<file path="config.mk">
export PLATFORM = sky130hd
export DESIGN_NAME = ooo_responder_flat
export DESIGN_NICKNAME = d
export VERILOG_FILES = /design/src/rtl/ooo_responder_pkg.sv /design/src/rtl/ooo_responder_if.sv /design/src/rtl/ooo_responder_lfsr16.sv /design/src/rtl/ooo_responder.sv /design/src/flat_wrapper.sv
export SDC_FILE = /design/constraint.sdc
export NUM_CORES = 1
export LEC_CHECK = 0
export BUFFER_PORTS_ARGS = -buffer_cell sky130_fd_sc_hd__buf_2
export CORE_MARGIN = 4
export CORE_UTILIZATION = 45
export DETAILED_ROUTE_END_ITERATION = 10
export PLACE_DENSITY = 0.68
export SKIP_LAST_GASP = 1
export SYNTH_ARGS = -nofsm -noshare
export SYNTH_HDL_FRONTEND = slang
export SYNTH_HIERARCHICAL = 1
export SYNTH_SLANG_ARGS = --single-unit
</file>
<file path="constraint.sdc">
create_clock -name clk -period 10.3 [get_ports clk]
set_clock_uncertainty 0.15 [all_clocks]
set_input_delay 0.515 -clock clk [delete_from_list [all_inputs] [get_ports clk]]
set_output_delay 0.515 -clock clk [all_outputs]
set_load 0.01 [all_outputs]
</file>
<file path="src/rtl/ooo_responder_pkg.sv">
//==============================================================================
// Module : ooo_responder_pkg
// Brief  : Shared definitions for the out-of-order responder. Holds the default
//          tag/payload widths used by the reorder queue, the Galois LFSR
//          polynomial, the LFSR step function and the delay-counter sizing
//          helper.
// Rev    : 1.0  initial release
//==============================================================================
`default_nettype none

package ooo_responder_pkg;

    // Defaults shared with the reorder queue index_tag / payload widths.
    localparam int DEF_TAG_W  = 6;
    localparam int DEF_DATA_W = 8;

    // x^16 + x^14 + x^13 + x^11 + 1 in right-shifting Galois form.
    localparam logic [15:0] LFSR_POLY = 16'hB400;

    // One Galois step: shift right, fold the polynomial in when bit 0 falls out.
    function automatic logic [15:0] lfsr_next(input logic [15:0] s);
        return {1'b0, s[15:1]} ^ (s[0] ? LFSR_POLY : 16'h0000);
    endfunction

    // Bits needed to hold a delay counter value 0..max_delay.
    function automatic int dly_width(input int max_delay);
        return (max_delay < 1) ? 1 : $clog2(max_delay + 1);
    endfunction

endpackage

`default_nettype wire

</file>
<file path="src/rtl/ooo_responder_if.sv">
//==============================================================================
// Module : ooo_responder_if
// Brief  : Request / response bundle of the out-of-order responder.
//          slave  modport : responder side (accepts requests, drives responses)
//          master modport : requester / downstream side
//          Signals: req_valid, req_ready, req_tag, req_d, rsp_stall, rsp_wr_en,
//                   rsp_tag, rsp_d, outstanding, err
// Rev    : 1.0  initial release
//==============================================================================
`default_nettype none

interface ooo_responder_if
    import ooo_responder_pkg::*;
#(
    parameter int TAG_W  = DEF_TAG_W,
    parameter int DATA_W = DEF_DATA_W,
    parameter int SLOTS  = 8
);
    localparam int CNT_W = $clog2(SLOTS) + 1;

    logic              req_valid;
    logic              req_ready;
    logic [TAG_W-1:0]  req_tag;
    logic [DATA_W-1:0] req_d;
    logic              rsp_stall;
    logic              rsp_wr_en;
    logic [TAG_W-1:0]  rsp_tag;
    logic [DATA_W-1:0] rsp_d;
    logic [CNT_W-1:0]  outstanding;
    logic              err;

    modport slave (
        input  req_valid, req_tag, req_d, rsp_stall,
        output req_ready, rsp_wr_en, rsp_tag, rsp_d, outstanding, err
    );

    modport master (
        output req_valid, req_tag, req_d, rsp_stall,
        input  req_ready, rsp_wr_en, rsp_tag, rsp_d, outstanding, err
    );

endinterface

`default_nettype wire

</file>
<file path="src/rtl/ooo_responder_lfsr16.sv">
//==============================================================================
// Module : lfsr16
// Brief  : Seeded 16-bit Galois LFSR, advances one step every clock out of
//          reset.
//          Ports: clk, rst (async, active-high), state[15:0] (current value)
// Rev    : 1.0  initial release
//==============================================================================
`default_nettype none

module lfsr16
    import ooo_responder_pkg::*;
#(
    parameter logic [15:0] SEED = 16'hACE1
) (
    input  logic        clk,
    input  logic        rst,
    output logic [15:0] state
);

    always_ff @(posedge clk or posedge rst) begin
        if (rst) begin
            state <= SEED;
        end else begin
            state <= lfsr_next(state);
        end
    end

endmodule

`default_nettype wire

</file>
<file path="src/rtl/ooo_responder.sv">
//==============================================================================
// Module : ooo_responder
// Brief  : Accepts tagged requests in order, holds each in a slot for
//          MIN_DELAY + (lfsr & DELAY_MASK) cycles and returns them out of order
//          as (rsp_wr_en, rsp_tag, rsp_d), one per cycle, round-robin among
//          the slots whose delay has expired.
//          Ports: clk, rst (async, active-high), bus (ooo_responder_if.slave)
//          Build option: OOO_RESP_DUP_CHECK_EN enables the sticky
//          duplicate-tag flag on err; otherwise err is tied low.
// Rev    : 1.0  initial release
//==============================================================================
`default_nettype none

module ooo_responder
    import ooo_responder_pkg::*;
#(
    parameter int          TAG_W      = DEF_TAG_W,
    parameter int          DATA_W     = DEF_DATA_W,
    parameter int          SLOTS      = 8,
    parameter int          MIN_DELAY  = 1,
    parameter int          DELAY_MASK = 'hF,
    parameter logic [15:0] LFSR_SEED  = 16'hACE1
) (
    input  logic            clk,
    input  logic            rst,
    ooo_responder_if.slave  bus
);

    localparam int IDX_W = $clog2(SLOTS);
    localparam int CNT_W = IDX_W + 1;
    localparam int DLY_W = dly_width(MIN_DELAY + DELAY_MASK);

    logic [SLOTS-1:0]  slot_valid;
    logic [TAG_W-1:0]  slot_tag [SLOTS];
    logic [DATA_W-1:0] slot_d   [SLOTS];
    logic [DLY_W-1:0]  slot_dly [SLOTS];

    logic [IDX_W-1:0]  rr_ptr;
    logic [CNT_W-1:0]  count;
    logic              wr_en;
    logic [TAG_W-1:0]  out_tag;
    logic [DATA_W-1:0] out_d;
    logic [15:0]       lfsr_state;

    logic [SLOTS-1:0]  eligible;
    logic              free_found;
    logic [IDX_W-1:0]  free_idx;
    logic              grant_found;
    logic [IDX_W-1:0]  grant_idx;
    logic [IDX_W-1:0]  cand;
    logic              ready;
    logic              accept;
    logic              issue;
    logic [15:0]       rnd;
    logic [DLY_W-1:0]  load_dly;

    lfsr16 #(.SEED(LFSR_SEED)) u_lfsr (
        .clk   (clk),
        .rst   (rst),
        .state (lfsr_state)
    );

    // Ready depends only on the registered occupancy.
    assign ready  = (count != CNT_W'(SLOTS));
    assign accept = bus.req_valid && ready;

    assign rnd      = lfsr_state & 16'(DELAY_MASK);
    assign load_dly = DLY_W'(MIN_DELAY) + DLY_W'(rnd);

    always_comb begin
        eligible    = '0;
        free_found  = 1'b0;
        free_idx    = '0;
        grant_found = 1'b0;
        grant_idx   = '0;
        cand        = '0;
        for (int i = 0; i < SLOTS; i++) begin
            eligible[i] = slot_valid[i] && (slot_dly[i] == '0);
        end
        // Scan downwards so the lowest free index wins.
        for (int i = SLOTS - 1; i >= 0; i--) begin
            if (!slot_valid[i]) begin
                free_found = 1'b1;
                free_idx   = IDX_W'(i);
            end
        end
        // Offsets scanned downwards so rr_ptr+1 has top priority and rr_ptr
        // itself (offset SLOTS wraps to 0) comes last. SLOTS is a power of two,
        // so the index arithmetic wraps for free.
        for (int off = SLOTS; off >= 1; off--) begin
            cand = rr_ptr + IDX_W'(off);
            if (eligible[cand]) begin
                grant_found = 1'b1;
                grant_idx   = cand;
            end
        end
    end

    assign issue = !bus.rsp_stall && grant_found;

    always_ff @(posedge clk or posedge rst) begin
        if (rst) begin
            slot_valid <= '0;
            for (int i = 0; i < SLOTS; i++) begin
                slot_tag[i] <= '0;
                slot_d[i]   <= '0;
                slot_dly[i] <= '0;
            end
            rr_ptr  <= '0;
            count   <= '0;
            wr_en   <= 1'b0;
            out_tag <= '0;
            out_d   <= '0;
        end else begin
            // Counters keep running down even while responses are stalled.
            for (int i = 0; i < SLOTS; i++) begin
                if (slot_valid[i] && (slot_dly[i] != '0)) begin
                    slot_dly[i] <= slot_dly[i] - 1'b1;
                end
            end
            if (issue) begin
                slot_valid[grant_idx] <= 1'b0;
                wr_en                 <= 1'b1;
                out_tag               <= slot_tag[grant_idx];
                out_d                 <= slot_d[grant_idx];
                rr_ptr                <= grant_idx;
            end else begin
                wr_en <= 1'b0;
            end
            // free_idx comes from pre-edge state, so it never collides with
            // the slot being granted on this same edge.
            if (accept && free_found) begin
                slot_valid[free_idx] <= 1'b1;
                slot_tag[free_idx]   <= bus.req_tag;
                slot_d[free_idx]     <= bus.req_d;
                slot_dly[free_idx]   <= load_dly;
            end
            case ({accept, issue})
                2'b10:   count <= count + 1'b1;
                2'b01:   count <= count - 1'b1;
                default: count <= count;
            endcase
        end
    end

`ifdef OOO_RESP_DUP_CHECK_EN
    logic dup_hit;
    logic err_q;

    always_comb begin
        dup_hit = 1'b0;
        for (int i = 0; i < SLOTS; i++) begin
            if (slot_valid[i] && (slot_tag[i] == bus.req_tag)) begin
                dup_hit = 1'b1;
            end
        end
    end

    always_ff @(posedge clk or posedge rst) begin
        if (rst) begin
            err_q <= 1'b0;
        end else if (accept && dup_hit) begin
            err_q <= 1'b1;
        end
    end

    assign bus.err = err_q;
`else
    assign bus.err = 1'b0;
`endif

    assign bus.req_ready   = ready;
    assign bus.rsp_wr_en   = wr_en;
    assign bus.rsp_tag     = out_tag;
    assign bus.rsp_d       = out_d;
    assign bus.outstanding = count;

endmodule

`default_nettype wire

</file>
<file path="src/flat_wrapper.sv">
// flat-port wrapper written by rule: the top's interface ports become plain ports
module ooo_responder_flat import ooo_responder_pkg::*;
#(
    parameter int          TAG_W      = DEF_TAG_W,
    parameter int          DATA_W     = DEF_DATA_W,
    parameter int          SLOTS      = 8,
    parameter int          MIN_DELAY  = 1,
    parameter int          DELAY_MASK = 'hF,
    parameter logic [15:0] LFSR_SEED  = 16'hACE1
)
  (clk, rst, bus_req_valid, bus_req_tag, bus_req_d, bus_rsp_stall, bus_req_ready, bus_rsp_wr_en, bus_rsp_tag, bus_rsp_d, bus_outstanding, bus_err);
  ooo_responder_if #(.TAG_W(TAG_W), .DATA_W(DATA_W), .SLOTS(SLOTS)) bus_i ();
  input  logic clk;
  input  logic rst;
  input wire logic [$bits(bus_i.req_valid)-1:0] bus_req_valid;
  input wire logic [$bits(bus_i.req_tag)-1:0] bus_req_tag;
  input wire logic [$bits(bus_i.req_d)-1:0] bus_req_d;
  input wire logic [$bits(bus_i.rsp_stall)-1:0] bus_rsp_stall;
  output wire logic [$bits(bus_i.req_ready)-1:0] bus_req_ready;
  output wire logic [$bits(bus_i.rsp_wr_en)-1:0] bus_rsp_wr_en;
  output wire logic [$bits(bus_i.rsp_tag)-1:0] bus_rsp_tag;
  output wire logic [$bits(bus_i.rsp_d)-1:0] bus_rsp_d;
  output wire logic [$bits(bus_i.outstanding)-1:0] bus_outstanding;
  output wire logic [$bits(bus_i.err)-1:0] bus_err;
  assign bus_i.req_valid = bus_req_valid;
  assign bus_i.req_tag = bus_req_tag;
  assign bus_i.req_d = bus_req_d;
  assign bus_i.rsp_stall = bus_rsp_stall;
  assign bus_req_ready = bus_i.req_ready;
  assign bus_rsp_wr_en = bus_i.rsp_wr_en;
  assign bus_rsp_tag = bus_i.rsp_tag;
  assign bus_rsp_d = bus_i.rsp_d;
  assign bus_outstanding = bus_i.outstanding;
  assign bus_err = bus_i.err;
  ooo_responder #(.TAG_W(TAG_W), .DATA_W(DATA_W), .SLOTS(SLOTS), .MIN_DELAY(MIN_DELAY), .DELAY_MASK(DELAY_MASK), .LFSR_SEED(LFSR_SEED)) u_core (.clk(clk), .rst(rst), .bus(bus_i));
endmodule
</file>
==> impl_metrics.env <==
export IMPL_ys_seq_elements=198
export IMPL_placedCellCount=1388
export IMPL_die_h_um=161.8
export IMPL_cts_buffers=17
export IMPL_cts_max_level=4
export IMPL_synth_flop_cell="dfrtp_1"
export IMPL_clkTransAtPathRegs_ns=0.07
export IMPL_cts_tree="yes"
export IMPL_switchingPower_w=0.001693
export IMPL_antenna_found_initial=0
export IMPL_dr_pass1_iters=5
export IMPL_grt_ovfl_total=0
export IMPL_internal_power_w=0.002435
export IMPL_grt_start_max_net_pins=106
export IMPL_ys_seq_area_frac=0.4664
export IMPL_place_gp_congestion=0.9270
export IMPL_syn_nets=1143
export IMPL_grt_pass1_vias=7729
export IMPL_path_class="flop to flop"
export IMPL_cp_start_kind="flop"
export IMPL_vias_per_cell=5.428
export IMPL_netlist_instances=1103
export IMPL_vias=7708
export IMPL_finalNonFillerCells=1420
export IMPL_core_area_um2=23400
export IMPL_drt_iter0_markers=572
export IMPL_wl_per_cell_um=17.54
export IMPL_swShare=0.4102
export IMPL_relSlewSlack=0.3169
export IMPL_rows=56
export IMPL_tightest_slew_ns=1.021
export IMPL_root_buffer="clkbuf_16"
export IMPL_num_nets_final=1128
export IMPL_grt_util_all_layers=0.1978
export IMPL_drive_gt1_frac=0.1453
export IMPL_clock_power_share=0.159
export IMPL_synth_cell_types=67
export IMPL_timing_fmax_mhz=158.0
export IMPL_path_max_fanout=23
export IMPL_drv_slew=0
export IMPL_post_cts_buffers=0
export IMPL_reg2reg_from="u_core/rr_ptr[0]"
export IMPL_top_level_ports=39
export IMPL_pwr_share_seq=0.340
export IMPL_rsz0062_at_grt="no"
export IMPL_syn_area_per_cell_um2=9.650
export IMPL_outcome="complete, no violations"
export IMPL_hpwl_mm=15.81
export IMPL_area_growth_pct=8.510
export IMPL_p_per_area_nw_per_um2=357.4
export IMPL_io_buffer_count=37
export IMPL_timing_final_crit_share=0.6145
export IMPL_cts_hold_buf=0
export IMPL_drcViolationCount=0
export IMPL_period_minus_slack_ns=6.330
export IMPL_cts_sinks=198
export IMPL_synth_area_um2=10640
export IMPL_crit_path_end_kind="flop"
export IMPL_min_path_type="input port to asynchronous set/reset pin"
export IMPL_finalHoldViolCount=0
export IMPL_arrival_ns=6.50
export IMPL_synth_edf_count=0
export IMPL_power_frac_comb=0.501
export IMPL_synth_async_reset_ratio=1.000
export IMPL_maxCapViolations=0
export IMPL_cellLeakagePower_nw=5.131
export IMPL_clk_latency_ns=0.43
export IMPL_cts_resized=0
export IMPL_design_die_area_um2=26180
export IMPL_required_ns=10.47
export IMPL_ir_drop_v=0.0001652
export IMPL_max_clock_path_buffers=2
export IMPL_finalSetupViolations=0
export IMPL_crit_start="u_core/rr_ptr[0]"
export IMPL_yosysWarnings=6
export IMPL_setup_tns_ns=0
export IMPL_antennaDiodeCount=0
export IMPL_antenna_left=0
export IMPL_start_util=0.4548
export IMPL_grt_pass1_wl_mm=41.34
export IMPL_die_w_um=161.8
export IMPL_post_route_util=0.4935
export IMPL_wl_mm=24.91
final cells by class:
class	instances	area, µm²
clock buffer	21	450.4
clock inverter	11	125.1
fill	2154	11850
inverter	139	526.8
multi-input combinational	681	4793
sequential	198	4965
tap	319	399.1
timing repair buffer	51	290.3
power by group through the flow:
stage / clock [W] / sequential [W] / combinational [W]
floorplan: 0 / 0.00132 / 0.00172
CTS: 0.000673 / 0.00140 / 0.00208
global route: 0.000708 / 0.00145 / 0.00231
global placement: 0 / 0.00140 / 0.00201
detailed placement: 0 / 0.00141 / 0.00206
finish: 0.000658 / 0.00140 / 0.00207
flip-flops by register name, indices dropped and copies added, names as in the netlist:
| name | count |
|---|---|
| u_core/slot_d | 64 |
| u_core/slot_valid | 8 |
| u_core/rr_ptr | 3 |
| u_core/bus.rsp_tag | 6 |
| u_core/u_lfsr/state | 16 |
| u_core/bus.rsp_d | 8 |
| u_core/bus.rsp_wr_en | 1 |
| u_core/bus.outstanding | 4 |
| u_core/slot_tag | 48 |
| u_core/slot_dly | 40 |
cells in the mapped netlist, types with 3 or more instances:
cell | instances | area [µm²]
dfrtp_1 | 190 | 4755
nand2_1 | 163 | 611.8
inv_1 | 136 | 510.5
o21ai_0 | 122 | 610.6
clkbuf_1 | 57 | 214.0
nor2_1 | 48 | 180.2
a21oi_1 | 47 | 235.2
mux4_2 | 33 | 743.2
xnor2_1 | 26 | 227.7
ha_1 | 22 | 275.3
nand3_1 | 22 | 110.1
xor2_1 | 21 | 183.9
mux2_2 | 18 | 202.7
buf_2 | 15 | 75.07
nand2b_1 | 14 | 87.58
o221ai_1 | 11 | 96.34
nor4_1 | 9 | 56.30
nor4b_1 | 9 | 78.83
o221ai_2 | 9 | 135.1
o22ai_1 | 9 | 56.30
or4b_1 | 9 | 90.09
dfstp_2 | 8 | 210.2
nor3_1 | 7 | 35.03
nand4_1 | 6 | 37.54
a21o_1 | 5 | 37.54
buf_1 | 5 | 18.77
mux4_1 | 5 | 131.4
nand3b_1 | 5 | 37.54
o32ai_1 | 5 | 43.79
or3_1 | 5 | 31.28
mux2i_1 | 4 | 40.04
o22a_1 | 4 | 35.03
a31oi_1 | 3 | 18.77
and2_1 | 3 | 18.77
buf_4 | 3 | 22.52
clkinv_1 | 3 | 11.26
nor2b_1 | 3 | 18.77
o211ai_1 | 3 | 22.52
cell families (layout without fill, tap and decap cells):
logic type	Yosys count	after routing	share of synthesized area
other	1	1	0.0003523
muxes	61	61	0.1071
buffers and inverters	224	222	0.08640
AOI/OAI and AO/OA	241	241	0.1398
xor gates and xnor gates	47	47	0.03867
adders and majority gates	22	22	0.02586
DFF	198	198	0.4664
and+or+nand+nor	309	309	0.1354
critical path, stage by stage (launching register included):
cell,delay (ns)
dfrtp_1,0.86
clkinv_1,0.77
ha_1,0.94
nand2b_1,0.21
o22ai_1,0.09
mux4_2,0.51
nand3b_1,0.20
nor3_1,0.16
a31o_2,0.58
clkinv_1,0.47
ha_1,0.39
xor2_1,0.17
ha_1,0.19
a21oi_1,0.15
xor2_1,0.17
nor2_1,0.07
xor2_1,0.14
metrics by stage:
step                      power, W  setup slack, ns  instance area (µm²)  hold WS (ns)
final                     0.004128            3.970                11550       0.01010
after global routing      0.004467            3.502                11550       0.06542
after CTS                 0.004153            4.017                11550      0.009282
after detailed placement  0.003470            4.066                10970        0.1879
after global placement    0.003408            4.212                10970        0.1848
after floorplan           0.003035            4.691                10640        0.1812
path summary, 6_finish.rpt:
| path | end | slack, ns | cells past startpoint |
|---|---|---|---|
| worst max-delay path | u_core/bus.outstanding[2] | 3.97 | 16 |
| worst min-delay path | u_core/u_lfsr/state[2] | 0.01 | 2 |
| worst max register to register | u_core/bus.outstanding[2] | 3.97 | 16 |
| worst min register to register | u_core/u_lfsr/state[8] | 0.20 | 0 |
| max in group asynchronous | u_core/slot_valid[7] | 8.35 | 3 |
| min in group clk | u_core/u_lfsr/state[8] | 0.20 | 0 |
metal layers:
layer  share of wire  GRT usage  wire length (µm)  vias to the layer above
li1                -          -                 -                     3705
met1            0.44     0.2716             11040                     3751
met2            0.48     0.3259             12060                      222
met3           0.055    0.02969              1379                       30
met4           0.017    0.06421               427                        0
met5               0          0                 0                        -
layout by cell type (no fill, tap or decap), types with 9 or more instances in the layout:
cell       Yosys  layout
dfrtp_1      190     190
xor2_1        21      21
nand3_1       22      22
o22ai_1        9       9
ha_1          22      22
xnor2_1       26      26
buf_2         15      37
nor2_1        48      46
inv_1        136     135
mux2_2        18      18
nand2_1      163     163
clkbuf_16      0      17
o21ai_0      122     122
mux4_2        33      33
a21oi_1       47      47
o221ai_1      11      11
nand2b_1      14      14
or4b_1         9       9
o221ai_2       9       9
nor4b_1        9       9
buf_4          3      14
Power figures use the tool's default switching activity.
